### src/rtl/miriscv_trap_ctrl.sv
// Machine-mode trap controller for miriscv: owns the trap CSRs, serves the CSR port,
// arbitrates exceptions vs. interrupts, sequences flush-then-redirect trap entry and mret.
module miriscv_trap_ctrl #(
   parameter int unsigned MXLEN            = 32,
   parameter logic [31:0] MTVEC_BASE_RESET = 32'h0
) (
   input  logic             clk_i,
   input  logic             rst_i,
   input  logic             csr_req_i,
   input  logic [1:0]       csr_op_i,
   input  logic [11:0]      csr_addr_i,
   input  logic [MXLEN-1:0] csr_wdata_i,
   output logic [MXLEN-1:0] csr_rdata_o,
   output logic             csr_illegal_o,
   input  logic             exc_valid_i,
   input  logic [3:0]       exc_code_i,
   input  logic [MXLEN-1:0] exc_pc_i,
   input  logic [MXLEN-1:0] exc_tval_i,
   input  logic             irq_allow_i,
   input  logic [MXLEN-1:0] irq_pc_i,
   input  logic             irq_sw_i,
   input  logic             irq_timer_i,
   input  logic             irq_ext_i,
   input  logic             mret_i,
   output logic             busy_o,
   output logic             flush_o,
   output logic             pc_set_o,
   output logic [MXLEN-1:0] pc_target_o
);

   localparam int unsigned CSR_AW = 12;
   localparam int unsigned CODE_W = 4;
   localparam int unsigned OP_W   = 2;

   localparam logic [CSR_AW-1:0] ADDR_MSTATUS   = 12'h300;
   localparam logic [CSR_AW-1:0] ADDR_MISA      = 12'h301;
   localparam logic [CSR_AW-1:0] ADDR_MIE       = 12'h304;
   localparam logic [CSR_AW-1:0] ADDR_MTVEC     = 12'h305;
   localparam logic [CSR_AW-1:0] ADDR_MEPC      = 12'h341;
   localparam logic [CSR_AW-1:0] ADDR_MCAUSE    = 12'h342;
   localparam logic [CSR_AW-1:0] ADDR_MTVAL     = 12'h343;
   localparam logic [CSR_AW-1:0] ADDR_MIP       = 12'h344;
   localparam logic [CSR_AW-1:0] ADDR_MVENDORID = 12'hF11;
   localparam logic [CSR_AW-1:0] ADDR_MARCHID   = 12'hF12;
   localparam logic [CSR_AW-1:0] ADDR_MIMPID    = 12'hF13;

   localparam logic [OP_W-1:0] OP_RW  = 2'd0;
   localparam logic [OP_W-1:0] OP_RS  = 2'd1;
   localparam logic [OP_W-1:0] OP_RC  = 2'd2;
   localparam logic [OP_W-1:0] OP_ILL = 2'd3;

   localparam logic [CODE_W-1:0] CODE_MSI = 4'd3;
   localparam logic [CODE_W-1:0] CODE_MTI = 4'd7;
   localparam logic [CODE_W-1:0] CODE_MEI = 4'd11;

   localparam logic [MXLEN-1:0] MISA_VAL    = MXLEN'(32'h4000_0100);
   localparam logic [MXLEN-1:0] ALIGN4_MASK = ~MXLEN'(3);

   typedef enum logic [1:0] {S_IDLE, S_FLUSH, S_JUMP} state_e;

   state_e state_q, state_d;

   logic             mstatus_mie_q, mstatus_mpie_q;
   logic             mie_msie_q, mie_mtie_q, mie_meie_q;
   logic [MXLEN-3:0] mtvec_base_q;
   logic [1:0]       mtvec_mode_q;
   logic [MXLEN-1:0] mepc_q, mcause_q, mtval_q;

   logic [MXLEN-1:0] mstatus_val, mie_val, mip_val, mtvec_val;
   logic             addr_known, addr_ro, csr_writes;
   logic [MXLEN-1:0] csr_wval;
   logic             idle, exc_take, irq_take, mret_take, csr_we;
   logic [2:0]       irq_pend;
   logic [CODE_W-1:0] irq_code;
   logic [MXLEN-1:0] trap_target;
   logic             busy_d, flush_d, pc_set_d;
   logic [MXLEN-1:0] pc_target_d;

   assign mstatus_val = MXLEN'({19'b0, 2'b11, 3'b0, mstatus_mpie_q, 3'b0, mstatus_mie_q, 3'b0});
   assign mie_val     = MXLEN'({20'b0, mie_meie_q, 3'b0, mie_mtie_q, 3'b0, mie_msie_q, 3'b0});
   assign mip_val     = MXLEN'({20'b0, irq_ext_i, 3'b0, irq_timer_i, 3'b0, irq_sw_i, 3'b0});
   assign mtvec_val   = {mtvec_base_q, mtvec_mode_q};

   // CSR read mux and address classification
   always_comb begin
      csr_rdata_o = '0;
      addr_known  = 1'b1;
      addr_ro     = 1'b0;
      case (csr_addr_i)
         ADDR_MSTATUS: csr_rdata_o = mstatus_val;
         ADDR_MISA: begin
            csr_rdata_o = MISA_VAL;
            addr_ro     = 1'b1;
         end
         ADDR_MIE:    csr_rdata_o = mie_val;
         ADDR_MTVEC:  csr_rdata_o = mtvec_val;
         ADDR_MEPC:   csr_rdata_o = mepc_q;
         ADDR_MCAUSE: csr_rdata_o = mcause_q;
         ADDR_MTVAL:  csr_rdata_o = mtval_q;
         ADDR_MIP: begin
            csr_rdata_o = mip_val;
            addr_ro     = 1'b1;
         end
         ADDR_MVENDORID, ADDR_MARCHID, ADDR_MIMPID: addr_ro = 1'b1;
         default: addr_known = 1'b0;
      endcase
   end

   // set/clear with a zero operand is a pure read
   assign csr_writes    = (csr_op_i == OP_RW) || (csr_wdata_i != '0);
   assign csr_illegal_o = csr_req_i & (~addr_known | (csr_op_i == OP_ILL) | (addr_ro & csr_writes));

   always_comb begin
      csr_wval = csr_rdata_o;
      case (csr_op_i)
         OP_RW:   csr_wval = csr_wdata_i;
         OP_RS:   csr_wval = csr_rdata_o | csr_wdata_i;
         OP_RC:   csr_wval = csr_rdata_o & ~csr_wdata_i;
         default: csr_wval = csr_rdata_o;
      endcase
   end

   // Trap arbitration: exception > interrupt > mret > CSR write
   assign idle     = (state_q == S_IDLE);
   assign irq_pend = {irq_ext_i & mie_meie_q, irq_sw_i & mie_msie_q, irq_timer_i & mie_mtie_q};
   assign exc_take  = idle & exc_valid_i;
   assign irq_take  = idle & ~exc_valid_i & irq_allow_i & mstatus_mie_q & (|irq_pend);
   assign mret_take = idle & ~exc_valid_i & ~irq_take & mret_i;
   assign csr_we    = idle & csr_req_i & ~csr_illegal_o & csr_writes &
                      ~exc_take & ~irq_take & ~mret_take;

   always_comb begin
      irq_code = CODE_MTI;
      if (irq_pend[2]) begin
         irq_code = CODE_MEI;
      end else if (irq_pend[1]) begin
         irq_code = CODE_MSI;
      end
   end

   // Vectored mode offsets only interrupts
   assign trap_target = {mtvec_base_q, 2'b00} +
                        (((mtvec_mode_q == 2'b01) && mcause_q[MXLEN-1]) ?
                         {mcause_q[MXLEN-3:0], 2'b00} : '0);

   always_comb begin
      state_d = state_q;
      case (state_q)
         S_IDLE:  if (exc_take || irq_take) state_d = S_FLUSH;
         S_FLUSH: state_d = S_JUMP;
         S_JUMP:  state_d = S_IDLE;
         default: state_d = S_IDLE;
      endcase
      busy_d      = (state_d != S_IDLE);
      flush_d     = (state_d == S_FLUSH);
      pc_set_d    = (state_d == S_JUMP) || mret_take;
      pc_target_d = '0;
      if (state_d == S_JUMP) begin
         pc_target_d = trap_target;
      end else if (mret_take) begin
         pc_target_d = mepc_q;
      end
   end

   always_ff @(posedge clk_i or posedge rst_i) begin
      if (rst_i) begin
         state_q     <= S_IDLE;
         busy_o      <= 1'b0;
         flush_o     <= 1'b0;
         pc_set_o    <= 1'b0;
         pc_target_o <= '0;
      end else begin
         state_q     <= state_d;
         busy_o      <= busy_d;
         flush_o     <= flush_d;
         pc_set_o    <= pc_set_d;
         pc_target_o <= pc_target_d;
      end
   end

   // CSR state; update sources are mutually exclusive by construction
   always_ff @(posedge clk_i or posedge rst_i) begin
      if (rst_i) begin
         mstatus_mie_q  <= 1'b0;
         mstatus_mpie_q <= 1'b1;
         mie_msie_q     <= 1'b0;
         mie_mtie_q     <= 1'b0;
         mie_meie_q     <= 1'b0;
         mtvec_base_q   <= MTVEC_BASE_RESET[MXLEN-1:2];
         mtvec_mode_q   <= 2'b01;
         mepc_q         <= '0;
         mcause_q       <= '0;
         mtval_q        <= '0;
      end else if (exc_take) begin
         mcause_q <= MXLEN'(exc_code_i);
         mepc_q   <= exc_pc_i & ALIGN4_MASK;
         mtval_q  <= exc_tval_i;
      end else if (irq_take) begin
         mcause_q <= {1'b1, (MXLEN-1)'(irq_code)};
         mepc_q   <= irq_pc_i & ALIGN4_MASK;
         mtval_q  <= '0;
      end else if (state_q == S_FLUSH) begin
         mstatus_mpie_q <= mstatus_mie_q;
         mstatus_mie_q  <= 1'b0;
      end else if (mret_take) begin
         mstatus_mie_q  <= mstatus_mpie_q;
         mstatus_mpie_q <= 1'b1;
      end else if (csr_we) begin
         case (csr_addr_i)
            ADDR_MSTATUS: begin
               mstatus_mie_q  <= csr_wval[3];
               mstatus_mpie_q <= csr_wval[7];
            end
            ADDR_MIE: begin
               mie_msie_q <= csr_wval[3];
               mie_mtie_q <= csr_wval[7];
               mie_meie_q <= csr_wval[11];
            end
            ADDR_MTVEC: begin
               mtvec_base_q <= csr_wval[MXLEN-1:2];
               if (!csr_wval[1]) mtvec_mode_q <= csr_wval[1:0];
            end
            ADDR_MEPC:   mepc_q   <= csr_wval & ALIGN4_MASK;
            ADDR_MCAUSE: mcause_q <= csr_wval;
            ADDR_MTVAL:  mtval_q  <= csr_wval;
            default: ;
         endcase
      end
   end

endmodule

### config.mk
export PLATFORM = sky130hd
export DESIGN_NAME = miriscv_trap_ctrl
export DESIGN_NICKNAME = d
export VERILOG_FILES = /design/src/rtl/miriscv_trap_ctrl.sv
export SDC_FILE = /design/constraint.sdc
export NUM_CORES = 1
export LEC_CHECK = 0
export BUFFER_PORTS_ARGS = -buffer_cell sky130_fd_sc_hd__buf_2
export CAP_MARGIN = 20
export CORE_MARGIN = 1
export CORE_UTILIZATION = 30
export DETAILED_ROUTE_END_ITERATION = 10
export PLACE_DENSITY = 0.55
export SLEW_MARGIN = 15
export SYNTH_ARGS = -nofsm -noshare
export SYNTH_HDL_FRONTEND = slang
export SYNTH_SLANG_ARGS = --single-unit
### constraint.sdc
create_clock -name clk_i -period 5.2 [get_ports clk_i]
set_input_delay 0.26 -clock clk_i [delete_from_list [all_inputs] [get_ports clk_i]]
set_output_delay 0.26 -clock clk_i [all_outputs]
set_load 0.01 [all_outputs]
Word level (Yosys, flattened, before mapping)
Index checks and enable logic that the tools add are counted.
{"block": "classes", "addsub": 1, "n_eq_ne": 19, "muxes": 37, "bitwise_logic": 31, "n_reduce_logical": 24}
{"operator": "$mux 32", "count": 21}
{"operator": "$pmux 32 s8", "count": 1}
{"operator": "$eq 12x10->1 const B", "count": 8}
{"operator": "$pmux 32 s3", "count": 1}
{"operator": "$eq 12x12->1 const B", "count": 3}
{"operator": "$add 32x32->32", "count": 1}
{"operator": "$and 32x32->32", "count": 1}
{"operator": "$not 32->32", "count": 1}
{"operator": "$or 32x32->32", "count": 1}
{"operator": "$reduce_bool 32->1", "count": 1}
{"operator": "$and 1x1->1", "count": 18}
{"operator": "$reduce_bool 3->1", "count": 6}
{"operator": "$reduce_and 4->1", "count": 4}
{"operator": "$reduce_and 6->1", "count": 2}
{"operator": "$reduce_or 11->1", "count": 1}
{"operator": "$mux 1", "count": 10}
{"operator": "$not 1->1", "count": 8}
{"operator": "$reduce_and 7->1", "count": 1}
{"operator": "$eq 2x1->1 const B", "count": 3}
{"operator": "$eq 2x2->1 const B", "count": 3}
{"operator": "$ne 3x3->1 const B", "count": 2}
{"operator": "$reduce_or 5->1", "count": 1}
{"operator": "$logic_not 2->1", "count": 2}
{"operator": "$mux 4", "count": 1}
{"operator": "other kinds (8)", "count": 11}
{"block": "word_totals", "regBits": 169, "out_inout_bits": 68, "elab_cells": 127}

Longest topological paths before layout
{"block": "depth", "depth_word": 18, "mapped_depth": 14, "ltp_nobuf": 13}

Least setup slack after synthesis
No wires, ideal clock.
{"block": "synth_path", "path_kind": "flip-flop to flip-flop", "from": "register mtvec_mode_q[0]", "to": "register pc_target_o[30]", "setup_time_ns": 0.083, "t_arrival_ns": 2.988, "required_time_ns": 5.117, "setup_slack_ns": 2.129, "stages_incl_launch_ff": 15, "synth_period_minus_slack_ns": 3.071, "path_cell_list": "dfstp_2 -> clkbuf_1 -> clkbuf_1 -> and3_1 -> ha_1 -> clkbuf_1 -> nand4_1 -> a2111oi_0 -> o21ai_0 -> a21bo_2 -> a31o_2 -> a21oi_1 -> a21oi_1 -> xor2_1 -> o21ai_0"}
{"block": "synth_between", "elab_chain_len": 4}
{"element": "start: declaration", "line_no": "66", "source": "logic [1:0] mtvec_mode_q;"}
{"element": "start signal: assignment", "line_no": "221", "source": "if (!csr_wval[1]) mtvec_mode_q <= csr_wval[1:0];"}
{"element": "$logic_and 1x1->1", "line_no": "143", "source": "(((mtvec_mode_q == 2'b01) && mcause_q[MXLEN-1]) ?"}
{"element": "$mux 32", "line_no": "143"}
{"element": "$add 32x32->32", "line_no": "142", "source": "assign trap_target = {mtvec_base_q, 2'b00} +"}
{"element": "$mux 32", "line_no": "158", "source": "if (state_d == S_JUMP) begin"}
{"element": "via pc_target_d[30]", "line_no": "77", "source": "logic [MXLEN-1:0] pc_target_d;"}
{"element": "end signal: assignment", "line_no": "177", "source": "pc_target_o <= pc_target_d;"}
{"element": "end: declaration", "line_no": "28", "source": "output logic [MXLEN-1:0] pc_target_o"}
The timed path passes the listed nets, and every way through them passes these cells.
A chain may end at the register's enable or synchronous reset.

Worst setup path after layout
Ends and elaborated chain as after synthesis.

==> impl_metrics.toml <==
[cts]
cts_max_path_buffers = 2
post-cts-setup-buffers = 0
h-tree-depth = 4
cts_tree = "done"
cts_buffers = 17
clock-sinks = 165
path_clk_slew_ns = 0.07
insertion_delay_ns = 0.44
cts_root_buf = "clkbuf_16"

[sta]
setup_violations = 0
drv_slew = 0
max_freq_mhz = 251.0
layout_min_cycle_time_ns = 3.984
rsz0062_at_grt = "false"
period_share_pct = 76.61
final.setup.tns_ns = 0
clock_skew_ns = 0.008765
hold_viol = 0
slew_headroom_pct = 24.50
worst_pin_slew_ns = 1.130

[synthesis]
syn-mean-instance-area_um2 = 8.763
synth_ff_type = "dfrtp_1"
syn_area_um2 = 10270
synth_top_area_share_pct = 39.72
ys_seq_area_share_pct = 40.23
ys.warnings.count = 0
yosys.area.top_type = "dfrtp_1"
synthCells = 1172
synthArstFlopShare_pct = 100.0
synth-edff-count = 0
synth.distinct_cells = 74
synth-seq-cells = 165
synthTopCellsByArea = "dfrtp_1 (40%), nand2_1 (6.9%), a21oi_1 (4.2%)"

[floorplanning]
die_area_um2 = 34980
io_pins = 223
core_um2 = 33620
die_h_um = 187.0
rows = 67
initial_utilization_pct = 30.55
die_w_um = 187.0

[final_layout]
n_fill_cell = 3523
nets = 1541
layout_common_cells = "buf_2 (216), nand2_1 (188), dfrtp_1 (163)"
layout-drive-gt1-share_pct = 24.18
mostFrequentLayoutCell = "buf_2"
multi_input_area_um2 = 5758
syn_to_final_growth_pct = 21.41
utilization_pct = 37.09
seq_area_um2 = 4131

[global_routing]
grt_start_max_net_pins = 135
gr-total-overflow = 0
antenna_found_initial = 0
grt_first_pass_wirelength_um = 60610
grt_pass1_vias = 9851
grtUsageTotal_pct = 22.92

[place]
numPortBuffers = 216
globalplace.congestion = 0.9728
hpwlAfterDp_um = 28110

[critical_path]
crit_arrival_ns = 4.29
critical_path_class = "flop to flop"
start_kind = "flop"
required_ns = 5.50
r2r-end = "pc_target_o[30]"
worst_setup_path_end_kind = "flop"
path_max_fanout = 20
rr_worst_depth = 14
worstReg2RegStart = "mtvec_mode_q[0]"
r2r_setup_slack_ns = 1.22

[route]
vias_per_cell = 5.531
ant_nets = 0
vias = 10056
routed_wirelength_um = 40070
drtPass1Iterations = 5
wl_per_cell_um = 22.04
drcViolationCount = 0
drt_first_iter_violations = 756

[run_status]
status = "finished, final reports clean"

[flow_run]
maxCapViolCount = 0

[worst_hold_path]
holdPathEnd = "mtval_q[29]"
hold_depth = 3
hp-start = "exc_tval_i[29]"
hp-class = "input port to flop"

[power]
design_power_total_mw = 3.603
ir_drop_mv = 0.2441
total_leakage_power_nw = 5.969
pwr_density_cell_nw_per_um2 = 289.0
[flip-flops by register name, indices dropped and copies added (netlist names), 2 cells and up]
register and cells:
mtvec_base_q 30, mtval_q 32, mepc_q 30, mcause_q 32, state_q 2, pc_target_o 30
[cell usage after synthesis, types with 17 or more instances]
| library cell | number |
|---|---|
| nand2_1 | 189 |
| dfrtp_1 | 163 |
| nor2_1 | 110 |
| a21oi_1 | 87 |
| a31oi_1 | 54 |
| o21ai_0 | 53 |
| clkbuf_1 | 45 |
| and3_1 | 37 |
| mux2i_1 | 35 |
| o21bai_1 | 34 |
| a22oi_1 | 32 |
| ha_1 | 29 |
| a22o_1 | 28 |
| mux2_2 | 26 |
| buf_2 | 21 |
| inv_1 | 17 |
[cell type report]
cell class / count / share of cell area, %
tap: 448 / 4.496
multi-input combinational: 911 / 46.18
antenna: 1 / 0.02007
clock buffer: 17 / 3.412
timing repair buffer: 242 / 10.62
sequential: 165 / 33.14
clock inverter: 15 / 1.525
inverter: 19 / 0.6121
[cell families (layout without fill, tap and decap cells)]
group                      after synthesis  in the layout  synth area share, %
adders and majority gates               30             30                3.728
and+or+nand+nor                        409            409                18.08
other                                    1              3              0.03651
DFF                                    165            165                40.23
muxes                                   61             61                6.262
xor gates and xnor gates                25             25                2.132
buffers and inverters                   97            293                4.093
AOI/OAI and AO/OA                      384            384                25.44
[power by group]
group | internal [mW] | leakage (nW) | total, mW | switching [mW]
logic | 0.241 | 3.55 | 0.642 | 0.401
clock network | 0.769 | 0.300 | 1.36 | 0.591
registers | 1.46 | 2.12 | 1.60 | 0.140
[layer usage]
layer	vias to the layer above	share of wire (%)	global-route usage, %
met5	-	0	0
met4	0	2.7	7.976
met3	54	6.6	3.715
met2	426	46	36.85
met1	4910	45	31.13
li1	4666	-	-
[critical path, stage by stage (launching register included)]
cell and delay [ns]:
dfstp_2 0.81, buf_4 0.28, and3_1 0.20, ha_1 0.24, inv_1 0.08, fa_1 0.41
nand2b_1 0.19, a21oi_1 0.29, o21ai_0 0.27, a21bo_2 0.29, a31o_2 0.26, a21oi_1 0.14
a21oi_1 0.10, xor2_1 0.18, o21ai_0 0.10
[how the worst max path moves through the flow]
stage                    start         endpoint  slack [ns]  cells past startpoint
2_1_floorplan            rst_i           busy_o        0.48                      1
3_3_place_gp   mtvec_mode_q[0]  pc_target_o[30]        1.27                     14
3_5_place_dp   mtvec_mode_q[0]  pc_target_o[30]        1.20                     14
4_1_cts        mtvec_mode_q[0]  pc_target_o[30]        1.21                     14
5_1_grt        mtvec_mode_q[0]  pc_target_o[30]        1.03                     14
6_report       mtvec_mode_q[0]  pc_target_o[30]        1.22                     14
[stage by stage]
stage	worst slack [ns]	hold slack [ns]	std cells	cell area [um2]
after floorplan	0.4816	0.3889	1173	10270
after global placement	1.271	0.2688	1783	11810
after detailed placement	1.199	0.2680	1784	11830
after CTS	1.214	0.06027	1817	12460
after global routing	1.029	0.08377	1817	12470
final	1.216	0.07663	1818	12470
[repair_timing]
item / CTS / global route
hold buffers: 1 / 0
setup endpoints to repair: 0 / 0
resized for setup: 0 / 0
endpoints found under the hold margin: 30 / 0
Note: power is estimated with default switching activity, not from simulation.
